### src/rtl/regfile_pkg.sv
// Shared types and defaults for the multiport register file.
package regfile_pkg;

    typedef enum logic {INIT, RUN} rf_state_t;

    localparam int DW_DEFAULT    = 32;
    localparam int NREGS_DEFAULT = 16;

    localparam logic [31:0] EXT_IDLE_VAL = 32'd1;

endpackage

### src/rtl/regfile_clear_fsm.sv
// Clear sequencer: zeroes storage entries 0..NREGS-2 after reset or on request,
// then holds RUN until the next clear.
module regfile_clear_fsm
    import regfile_pkg::*;
#(
    parameter int NREGS = NREGS_DEFAULT,
    parameter int AW    = $clog2(NREGS)
) (
    input  logic          clk,
    input  logic          rst_n,
    input  logic          clr_req,
    output rf_state_t     state,
    output logic          ready,
    output logic          clr_we,
    output logic [AW-1:0] clr_addr
);

    localparam logic [AW-1:0] LAST = AW'(NREGS - 2);

    rf_state_t     state_nx;
    logic [AW-1:0] cnt, cnt_nx;

    always_ff @(posedge clk or negedge rst_n) begin
        if (!rst_n) begin
            state <= INIT;
            cnt   <= '0;
            ready <= 1'b0;
        end else begin
            state <= state_nx;
            cnt   <= cnt_nx;
            ready <= (state_nx == RUN);
        end
    end

    always_comb begin
        state_nx = state;
        cnt_nx   = cnt;
        clr_we   = 1'b0;
        clr_addr = cnt;
        case (state)
            INIT: begin
                clr_we = 1'b1;
                if (clr_req) begin
                    cnt_nx = '0;
                end else if (cnt == LAST) begin
                    state_nx = RUN;
                    cnt_nx   = '0;
                end else begin
                    cnt_nx = cnt + 1'b1;
                end
            end
            RUN: begin
                if (clr_req) begin
                    state_nx = INIT;
                    cnt_nx   = '0;
                end
            end
            default: state_nx = INIT;
        endcase
    end

endmodule

### src/rtl/regfile_multiport.sv
// NREGS x DW register file with NRD combinational read ports, one write port,
// PC alias on the top index, write-through bypass and mode-gated extended ports.
module regfile_multiport
    import regfile_pkg::*;
#(
    parameter int DW    = DW_DEFAULT,
    parameter int NREGS = NREGS_DEFAULT,
    parameter int NRD   = 4,
    parameter int NEXT  = 2,
    localparam int AW   = $clog2(NREGS)
) (
    input  logic                    clk,
    input  logic                    rst_n,
    input  logic                    clr_req,
    input  logic                    we,
    input  logic [AW-1:0]           waddr,
    input  logic [DW-1:0]           wdata,
    input  logic [DW-1:0]           pc_in,
    input  logic                    ext_en,
    input  logic [NRD-1:0][AW-1:0]  raddr,
    output logic [NRD-1:0][DW-1:0]  rdata,
    output logic                    ready,
    output logic                    wr_err
);

    localparam logic [AW-1:0] PC_IDX = AW'(NREGS - 1);

    rf_state_t     state;
    logic          clr_we;
    logic [AW-1:0] clr_addr;
    logic          wr_acc;

    // The PC index has no backing storage.
    logic [DW-1:0] mem [0:NREGS-2];

    regfile_clear_fsm #(
        .NREGS (NREGS),
        .AW    (AW)
    ) u_clear_fsm (
        .clk      (clk),
        .rst_n    (rst_n),
        .clr_req  (clr_req),
        .state    (state),
        .ready    (ready),
        .clr_we   (clr_we),
        .clr_addr (clr_addr)
    );

    // The range check also rejects indices past NREGS-1 for non-power-of-two NREGS.
    assign wr_acc = (state == RUN) && we && !clr_req && (int'(waddr) < NREGS - 1);

    // Sweep and accepted writes are exclusive: one only in INIT, the other only in RUN.
    always_ff @(posedge clk) begin
        if (clr_we)
            mem[clr_addr] <= '0;
        else if (wr_acc)
            mem[waddr] <= wdata;
    end

    always_ff @(posedge clk or negedge rst_n) begin
        if (!rst_n)
            wr_err <= 1'b0;
        else
            wr_err <= we && !wr_acc;
    end

    always_comb begin
        rdata = '0;
        for (int i = 0; i < NRD; i++) begin
            if (i >= NRD - NEXT && !ext_en)
                rdata[i] = DW'(EXT_IDLE_VAL);
            else if (raddr[i] == PC_IDX)
                rdata[i] = pc_in;
            else if (state == INIT)
                rdata[i] = '0;
            else if (wr_acc && waddr == raddr[i])
                rdata[i] = wdata;
            else if (int'(raddr[i]) >= NREGS - 1)
                rdata[i] = '0;
            else
                rdata[i] = mem[raddr[i]];
        end
    end

endmodule

### config.mk
export PLATFORM = sky130hd
export DESIGN_NAME = regfile_multiport
export DESIGN_NICKNAME = d
export VERILOG_FILES = /design/src/rtl/regfile_pkg.sv /design/src/rtl/regfile_clear_fsm.sv /design/src/rtl/regfile_multiport.sv
export SDC_FILE = /design/constraint.sdc
export NUM_CORES = 1
export LEC_CHECK = 0
export BUFFER_PORTS_ARGS = -buffer_cell sky130_fd_sc_hd__buf_4
export CAP_MARGIN = 15
export CORE_MARGIN = 4
export CORE_UTILIZATION = 50
export CTS_CLUSTER_SIZE = 10
export DETAILED_ROUTE_END_ITERATION = 10
export PLACE_DENSITY = 0.77
export RECOVER_POWER = 100
export SLEW_MARGIN = 25
export SYNTH_ARGS = -nofsm -noshare
export SYNTH_HDL_FRONTEND = slang
export SYNTH_SLANG_ARGS = --single-unit
### constraint.sdc
create_clock -name clk -period 7.5 [get_ports clk]
set_clock_uncertainty 0.15 [all_clocks]
set_input_delay 1.5 -clock clk [delete_from_list [all_inputs] [get_ports clk]]
set_output_delay 1.5 -clock clk [all_outputs]
set_load 0.01 [all_outputs]
==> impl_metrics.env <==
export IMPL_postSynthCellCount=2287
export IMPL_power_switching_mw=1.65
export IMPL_yosys_warnings=0
export IMPL_post_route_period_util=0.925
export IMPL_fin_nets=2490
export IMPL_grt_pass1_vias=25300
export IMPL_finalSetupTns_ns=0
export IMPL_worstSkewPairLatency_ns=0.62
export IMPL_ir_drop_mv=0.159
export IMPL_cpMostUsedCell="clkbuf_1"
export IMPL_syn_area_um2=32800
export IMPL_gp_congestion=0.924
export IMPL_tightest_slew_ns=3.64
export IMPL_crit_path_cell_trace="buf_4 -> and2_2 -> nand3_1 -> and3_1 -> clkbuf_1 -> o21ai_0 -> o22ai_1 -> clkbuf_1"
export IMPL_combPwrFrac=0.148
export IMPL_cp_data_required_time_ns=5.85
export IMPL_grt_pass1_wl_um=167000
export IMPL_r2r_end="mem[11][27]"
export IMPL_layout_cells_non_filler=3275
export IMPL_clock_sinks=486
export IMPL_ys_ff_latch=486
export IMPL_avgSynthCellArea_um2=14.3
export IMPL_cts_buffers=56
export IMPL_die_area_um2=69800
export IMPL_r2r_slack_ns=0.64
export IMPL_synth_flop_cell="edfxtp_1"
export IMPL_setup_viol=0
export IMPL_drc=0
export IMPL_wl_um=116000
export IMPL_place_port_buffers=218
export IMPL_viasPerCell=7.71
export IMPL_criticalPathCategory="input pin to output port"
export IMPL_crit_fanout=22
export IMPL_timing_hold_ws_ns=0.482
export IMPL_synth_async_reset_ratio=0.0123
export IMPL_slowest_stage="clkbuf_1"
export IMPL_cp_start_kind="input pin"
export IMPL_initial_core_util=0.507
export IMPL_grt_overflow_total=0
export IMPL_violations="max-capacitance violations, max-slew violations"
export IMPL_max_freq_mhz=144
export IMPL_p_int_mw=4.81
export IMPL_synth_edff_count=480
export IMPL_path_clk_slew_ns=0.06
export IMPL_clockBufferDepth=3
export IMPL_slew_viol_final=290
export IMPL_synthDistinctLibCells=51
export IMPL_ys_seq_area_frac=0.444
export IMPL_relSlewSlack=-1.43
export IMPL_drt_iter0_drc=3836
export IMPL_cts_resized=0
export IMPL_crit_path_end_kind="output port"
export IMPL_status="finished, violations left"
export IMPL_grt_max_degree=99
export IMPL_hold_viol_final=0
export IMPL_reg2reg_depth=6
export IMPL_io_pins=219
export IMPL_hold_path_class="flop to flop"
export IMPL_cp_slowest_stage_delay_ns=1.26
export IMPL_globalRouteTotalUtil=0.322
export IMPL_period_minus_slack_ns=6.94
export IMPL_drive_gt1_frac=0.287
export IMPL_cts_setup_buffers=0
export IMPL_leakage_nw=13.0
export IMPL_final_util=0.564
export IMPL_cts_tree="built"
export IMPL_num_rows=93
export IMPL_maxCapViolations=9
export IMPL_timing_rr_start="u_clear_fsm.state"
export IMPL_ant_nets=0
export IMPL_grt_setup_unrepaired="false"
export IMPL_root_buffer="clkbuf_16"
export IMPL_routedWlPerCell_um=35.4
export IMPL_power_density_nw_per_um2=177
export IMPL_dieWidth_um=264
export IMPL_dp_cells=3193
export IMPL_antenna_found_initial=1
export IMPL_p_clk_frac=0.378
export IMPL_areaGrowthSynthToFinish_pct=11.3
export IMPL_htree_levels=2
export IMPL_core_um2=64700
export IMPL_netSwitchingFraction=0.256
export IMPL_cp_endpoint="rdata[81]"
export IMPL_cts_hold_buf=0
export IMPL_vias=25200
export IMPL_seq_power_share=0.474
export IMPL_crit_arrival_ns=5.29
export IMPL_die_h_um=264
export IMPL_dp_hpwl_um=69600
export IMPL_syn_num_nets=2378
export IMPL_startpoint="raddr[11]"
export IMPL_first_pass_iters=6
## per-stage QoR
stage	power, mW	area, um^2	setup slack (ns)
floorplan	3.71	32800	2.72
global placement	4.00	35100	1.52
detailed placement	4.04	35300	1.50
CTS	6.43	36900	1.49
global route	6.61	36500	0.674
finish	6.46	36500	0.562
## worst max-delay path: cells and delay by family
family,cells,cell delay [ns]
buf+inv,3,1.71
simple gates,3,1.48
compound gates,2,0.53
## registers in the layout (all words and copies together) (netlist names)
signal / count
u_clear_fsm.clr_addr: 4
wr_err: 1
u_clear_fsm.state: 1
mem: 480
## worst min path at each step
stage	start	end	cells after the start
after detailed placement	u_clear_fsm.clr_addr[1]	u_clear_fsm.clr_addr[1]	2
after floorplan	u_clear_fsm.clr_addr[1]	u_clear_fsm.clr_addr[1]	2
after global routing	u_clear_fsm.clr_addr[1]	u_clear_fsm.clr_addr[1]	2
final	u_clear_fsm.clr_addr[1]	u_clear_fsm.clr_addr[1]	2
after CTS	u_clear_fsm.clr_addr[1]	u_clear_fsm.clr_addr[1]	2
after global placement	u_clear_fsm.clr_addr[1]	u_clear_fsm.clr_addr[1]	2
## cells in the mapped netlist (34+ instances only)
library cell | instances | area, um^2
buf_2 | 61 | 305
clkbuf_1 | 137 | 514
mux2i_1 | 205 | 2050
o21ai_1 | 44 | 220
nor2_1 | 76 | 285
a22oi_1 | 62 | 465
edfxtp_1 | 480 | 14400
o22ai_1 | 59 | 369
nand2_1 | 170 | 638
and2_1 | 36 | 225
nor3_1 | 34 | 170
a22o_1 | 77 | 674
o21ai_0 | 177 | 886
mux4_2 | 385 | 8670
## logic make-up (layout without fill, tap and decap cells)
family / count (synthesis) / after routing / share of synthesized area
muxes: 640 / 640 / 0.358
AOI/OAI and AO/OA: 540 / 540 / 0.109
DFF: 486 / 486 / 0.444
and+or+nand+nor: 356 / 356 / 0.0480
buffers and inverters: 247 / 379 / 0.0358
xor gates and xnor gates: 16 / 16 / 0.00427
adders and majority gates: 2 / 2 / 0.000763
other: 0 / 1 / 0
## routing by layer
layer / global-route usage / share of wire / wire length [um]
met5: 0 / 0 / 0
met1: 0.396 / 0.32 / 36900
met4: 0.189 / 0.071 / 8210
met3: 0.132 / 0.17 / 19400
met2: 0.483 / 0.44 / 51300
## area by class of cell
| class | count | area, um^2 |
|---|---|---|
| clock inverter | 6 | 42.5 |
| tap | 855 | 1070 |
| timing repair buffer | 297 | 2090 |
| sequential | 486 | 14600 |
| multi-input combinational | 1554 | 17200 |
| fill | 4964 | 28200 |
| antenna | 1 | 2.50 |
| inverter | 4 | 15.0 |
| clock buffer | 72 | 1500 |
## cells in the final DEF, fill, tap and decap left out, types with 8 or more instances in the layout
master,count
edfxtp_1,480
mux4_2,385
mux2i_1,205
o21ai_0,189
buf_4,176
nand2_1,169
clkbuf_1,109
a22o_1,77
a22oi_1,62
nor2_1,60
o22ai_1,59
clkbuf_16,58
nor3_1,34
and2_0,32
o21ai_1,32
a21o_1,31
mux4_1,31
o211a_1,30
a21oi_1,27
mux2_2,19
nor2_4,16
a221oi_1,15
xnor2_1,12
nand4_1,8
o211ai_1,8
buf_16,8
## power by group through the flow
| stage | clock network (mW) | logic (mW) | registers (mW) |
|---|---|---|---|
| 6_report | 2.44 | 0.955 | 3.06 |
| 5_1_grt | 2.57 | 0.977 | 3.06 |
| 4_1_cts | 2.44 | 0.931 | 3.06 |
| 3_5_place_dp | 0 | 0.927 | 3.11 |
| 3_3_place_gp | 0 | 0.900 | 3.10 |
| 2_1_floorplan | 0 | 0.611 | 3.10 |
(Power assumes the default switching activity.)
